<file path="src/rtl/cdb_arbiter.sv">
// Common data bus arbiter: one-entry holding buffer per result source,
// round-robin grant of one buffered result per cycle onto a registered CDB.
`ifndef XLEN
`define XLEN 32
`endif

module cdb_arbiter #(
  parameter int NUM_REQ = 5,
  parameter int TAG_W   = 5,
  parameter int DATA_W  = `XLEN,
  parameter int IDX_W   = $clog2(NUM_REQ)
) (
  input  logic                      clock,
  input  logic                      reset,
  input  logic                      squash,
  input  logic [NUM_REQ-1:0]        req_valid,
  input  logic [NUM_REQ*TAG_W-1:0]  req_tag,
  input  logic [NUM_REQ*DATA_W-1:0] req_value,
  output logic [NUM_REQ-1:0]        req_ready,
  output logic [NUM_REQ-1:0]        pending,
  output logic                      cdb_valid,
  output logic [TAG_W-1:0]          cdb_tag,
  output logic [DATA_W-1:0]         cdb_value,
  output logic [IDX_W-1:0]          cdb_src
);

  typedef struct packed {
    logic [TAG_W-1:0]  tag;
    logic [DATA_W-1:0] value;
  } ent_t;

  typedef struct packed {
    logic             vld;
    logic [IDX_W-1:0] src;
    ent_t             ent;
  } cdb_t;

  logic [NUM_REQ-1:0] pend;
  logic [NUM_REQ-1:0] gnt_oh;
  logic [NUM_REQ-1:0] acc;
  ent_t [NUM_REQ-1:0] ent;

  logic               gnt_vld;
  logic [IDX_W-1:0]   gnt_idx;
  logic [IDX_W:0]     scan;

  logic [IDX_W-1:0]   rr_ptr_q, rr_ptr_d;
  cdb_t               cdb_q, cdb_d;

  // Rotating priority search; scan is one bit wider so rr_ptr+k never overflows
  // before the modulo correction.
  always_comb begin
    gnt_vld = 1'b0;
    gnt_idx = '0;
    scan    = '0;
    for (int k = 0; k < NUM_REQ; k++) begin
      scan = {1'b0, rr_ptr_q} + (IDX_W+1)'(k);
      if (scan >= (IDX_W+1)'(NUM_REQ))
        scan = scan - (IDX_W+1)'(NUM_REQ);
      if (!gnt_vld && pend[scan[IDX_W-1:0]]) begin
        gnt_vld = 1'b1;
        gnt_idx = scan[IDX_W-1:0];
      end
    end
  end

  always_comb begin
    gnt_oh = '0;
    if (gnt_vld)
      gnt_oh[gnt_idx] = 1'b1;
  end

  // A granted slot frees up this cycle, so it can take a new result with no bubble.
  assign req_ready = {NUM_REQ{~squash}} & (~pend | gnt_oh);
  assign acc       = req_valid & req_ready;

  for (genvar i = 0; i < NUM_REQ; i++) begin : g_slot
    logic pend_q, pend_d;
    ent_t ent_q;

    always_comb begin
      pend_d = pend_q;
      if (squash)
        pend_d = 1'b0;
      else if (acc[i])
        pend_d = 1'b1;
      else if (gnt_oh[i])
        pend_d = 1'b0;
    end

    always_ff @(posedge clock or posedge reset) begin
      if (reset) begin
        pend_q <= 1'b0;
        ent_q  <= '0;
      end else begin
        pend_q <= pend_d;
        if (acc[i])
          ent_q <= {req_tag[i*TAG_W +: TAG_W], req_value[i*DATA_W +: DATA_W]};
      end
    end

    assign pend[i] = pend_q;
    assign ent[i]  = ent_q;
  end

  always_comb begin
    cdb_d    = '0;
    rr_ptr_d = rr_ptr_q;
    if (!squash && gnt_vld) begin
      cdb_d.vld = 1'b1;
      cdb_d.src = gnt_idx;
      cdb_d.ent = ent[gnt_idx];
      rr_ptr_d  = (gnt_idx == IDX_W'(NUM_REQ-1)) ? '0 : gnt_idx + IDX_W'(1);
    end
  end

  always_ff @(posedge clock or posedge reset) begin
    if (reset) begin
      cdb_q    <= '0;
      rr_ptr_q <= '0;
    end else begin
      cdb_q    <= cdb_d;
      rr_ptr_q <= rr_ptr_d;
    end
  end

  assign pending   = pend;
  assign cdb_valid = cdb_q.vld;
  assign cdb_src   = cdb_q.src;
  assign cdb_tag   = cdb_q.ent.tag;
  assign cdb_value = cdb_q.ent.value;

endmodule

</file>
<file path="config.mk">
export PLATFORM = sky130hd
export DESIGN_NAME = cdb_arbiter
export DESIGN_NICKNAME = d
export VERILOG_FILES = /design/src/rtl/cdb_arbiter.sv
export SDC_FILE = /design/constraint.sdc
export NUM_CORES = 1
export LEC_CHECK = 0
export CAP_MARGIN = 10
export CELL_PAD_IN_SITES_DETAIL_PLACEMENT = 2
export CELL_PAD_IN_SITES_GLOBAL_PLACEMENT = 2
export CORE_MARGIN = 8
export CORE_UTILIZATION = 30
export CTS_CLUSTER_DIAMETER = 30
export CTS_CLUSTER_SIZE = 24
export DETAILED_ROUTE_END_ITERATION = 8
export PLACE_DENSITY = 0.76
export RECOVER_POWER = 100
export SYNTH_ARGS = -nofsm -noshare
export SYNTH_HDL_FRONTEND = slang
export SYNTH_SLANG_ARGS = --single-unit
</file>
<file path="constraint.sdc">
create_clock -name clock -period 12.2 [get_ports clock]
set_input_delay 3.66 -clock clock [delete_from_list [all_inputs] [get_ports clock]]
set_output_delay 3.66 -clock clock [all_outputs]
set_load 0.02 [all_outputs]
</file>
==> results.md <==
* Outcome: finished, violations left
* Failing checks: capacitance limit, slew limit
* Most area-consuming cells after synthesis: dfrtp_1 (51%), mux2_2 (9.8%), mux2i_1 (5.2%), mux2_4 (3.9%), mux2_1 (3.8%)
* Worst-path cell chain: buf_4 > inv_1 > ha_1 > inv_1 > nand4_1 > nand2_1 > o31a_1 > a2111oi_4 > o31ai_1 > o21ai_1 > nand2_1 > a21boi_4 > buf_4 > nor2_1 > clkdlybuf4s50_1
* CTS tree: built
* Setup TNS at 0 ns
* Max-slew violations at 546
* Cells after Synth at 952
* Required @ worst endpoint at 8.54 ns
* CTS Buf Count at 68
* Routed length per instance at 26.5 um
* Post-synth cell types at 76
* Syn nets at 1155
* Hold Crit Start: ent[42]
* Hold Path Cell Cnt at 1
* Resized Gates After CTS at 0
* CP max FO at 39
* Reg2reg start: rr_ptr_q[0]
* Ys async rst share at 100%
* Initial DRC Count at 319
* Worst hold path class: reg -> reg
* Remaining antenna violation count at 0
* Largest stage delay on the critical path at 1.17 ns
* Cts hold-fix bufs at 0
* Top delay family on crit path: buffers and inverters
* FF-to-FF path depth at 16
* Area Growth Syn to Fin at 44.3%
* Reg2reg end: ent[38]
* Min cycle time layout at 10.75 ns
* Num rows at 71
* Routed wire length at 46.9 mm
* Core area at 37600 um^2
* DIE HEIGHT at 211 um
* Vias in the first global route at 11096
* Tcrit/Tclk final at 88.1%
* Kind of critical path: reg -> out
* Largest net degree at the start of global routing at 100
* I/O Buffers at 243
* Initial Util at 30.4%
* Total gr overflow at 0
* H-tree levels at 3
* Yosys Warn Count at 0
* Area leader, netlist: dfrtp_1
* Clock transition at path regs at 0.04 ns
* Ports at 244
* Nets at 1406
* Clk sinks at 234
* Share of layout cells above drive strength 1 at 19.1%
* Post-synth EDFFs at 0
* Number of vias per cell at 5.22
* Number of synthesized register bits at 234
* First-pass GRT wire length at 71.5 mm
* F_max at 93.1 MHz
* DRT Pass-1 Iters at 4
* DP HPWL at 29.0 mm
* Seq/Total Area, Yosys at 51.2%
* Final setup fails at 0
* Yosys top cell area share at 51.2%
* CP max stage cell: nand2_1
* Clk Tree Root Cell: clkbuf_16
* Worst reg-to-reg setup slack at 2.92 ns
* CTS max path bufs at 3
* Worst Skew at 0.0231 ns
* WP buf/inv at 5
* Gr usage total at 21.2%
* Post-Syn Area at 11400 um^2
* WP data arrival at 7.09 ns
* Clk Latency, worst-skew pair at 0.56 ns
* Post-layout util at 43.9%
* Worst Max-Slew Pin Slew at 4.70 ns
* Placer congestion estimate at 0.843
* Antenna violations before repair at 8
* DR DRC count at 0
* Worst slew margin at -215%
* Most used DFF post-synth: dfrtp_1
* Hold Path Sink: ent[42]
* Die width at 211 um
* Critical Path End Type: output port
* Synth Area per Inst at 12.0 um^2
* Max Cap Viol at 15
* RSZ-0062 raised after global routing: false
* Post-CTS Setup Inserts at 0
* Die area at 44600 um^2
* Total number of vias at 9221
* Final hold vios at 0
* FILL cells at 3712
* Critical path launch point type: flip-flop
placed cells by master (no fill, tap or decap), types with 26 or more instances in the layout:
cell             instances
a211oi_1                26
o21ai_0                 28
mux2_2                  95
clkbuf_16               70
dlygate4sd3_1           51
dfrtp_1                234
nor2_1                  41
nand2_1                 93
mux2_1                  70
mux2i_1                 59
o22ai_1                 40
clkdlybuf4s50_1        192
cell families (layout without fill, tap and decap cells):
family,Yosys count,after routing,synth area share [%]
adders and majority gates,10,10,1.16
xor gates and xnor gates,3,3,0.230
and+or+nand+nor,192,192,7.70
DFF,234,234,51.2
other,0,2,0
muxes,228,228,22.8
buffers and inverters,95,398,4.58
AOI/OAI and AO/OA,190,190,12.3
worst max path at each step:
stage | from | endpoint | slack (ns) | cells past startpoint
6_report | rr_ptr_q[0] | req_ready[2] | 1.45 | 15
5_1_grt | rr_ptr_q[0] | req_ready[2] | 1.00 | 15
4_1_cts | rr_ptr_q[0] | req_ready[2] | 2.27 | 15
3_5_place_dp | rr_ptr_q[0] | req_ready[2] | 2.88 | 15
3_3_place_gp | rr_ptr_q[0] | req_ready[2] | 3.03 | 15
2_1_floorplan | reset | cdb_src[0] | 2.12 | 1
registers in the layout (all words and copies together) (netlist names):
| name | count |
|---|---|
| cdb_src | 3 |
| cdb_tag | 5 |
| cdb_valid | 1 |
| cdb_value | 32 |
| ent | 185 |
| g_slot.pend_q | 5 |
| rr_ptr_q | 3 |
final cells by class:
type                       count  area, um^2  share of cell area, %
multi-input combinational    623        4970                   30.1
tap                          511         639                   3.88
clock inverter                36         542                   3.28
antenna                        2        5.00                 0.0303
sequential                   234        5860                   35.5
timing repair buffer         259        2520                   15.3
inverter                      17        65.1                  0.394
clock buffer                  86        1900                   11.5
cell usage after synthesis, types with 3 or more instances:
library cell    n
buf_2          23
mux2_2        100
dfrtp_1       234
inv_1          16
a211oi_1       26
o21ai_0        28
clkbuf_1       33
nor4_1          3
ha_1            9
or3_1           3
buf_4          12
nor2b_1         6
nor3_1          4
buf_12          3
buf_6           6
xnor2_1         3
mux2_4         30
nor2_1         41
a211o_1         5
nand2_1        94
nand3_1        10
o22ai_1        40
a221oi_1       20
a21oi_1        17
mux2i_1        59
and3_1          5
a41oi_1        16
nand2b_1        4
mux2_1         39
o21a_1          5
routing by layer:
| layer | routed length, um | global-route usage [%] | part of all wire, % | vias up |
|---|---|---|---|---|
| met1 | 19000 | 24.7 | 41 | 4832 |
| met5 | 90 | 0 | 0.19 | - |
| li1 | - | - | - | 4005 |
| met2 | 24000 | 37.4 | 51 | 268 |
| met3 | 2550 | 5.77 | 5.4 | 102 |
| met4 | 1250 | 6.76 | 2.7 | 14 |
per-stage QoR:
stage | setup WS, ns | instance area (um^2) | std cells | hold slack (ns)
floorplan | 2.12 | 11400 | 952 | 0.457
global placement | 3.03 | 14200 | 1644 | 0.468
detailed placement | 2.88 | 14200 | 1644 | 0.478
CTS | 2.27 | 16700 | 1766 | 0.487
global route | 1.00 | 16500 | 1766 | 0.507
finish | 1.45 | 16500 | 1768 | 0.483
Power is left out: the tool's default activity adds up to more than one toggle a clock period on the data nets, which glitch-free logic cannot reach.
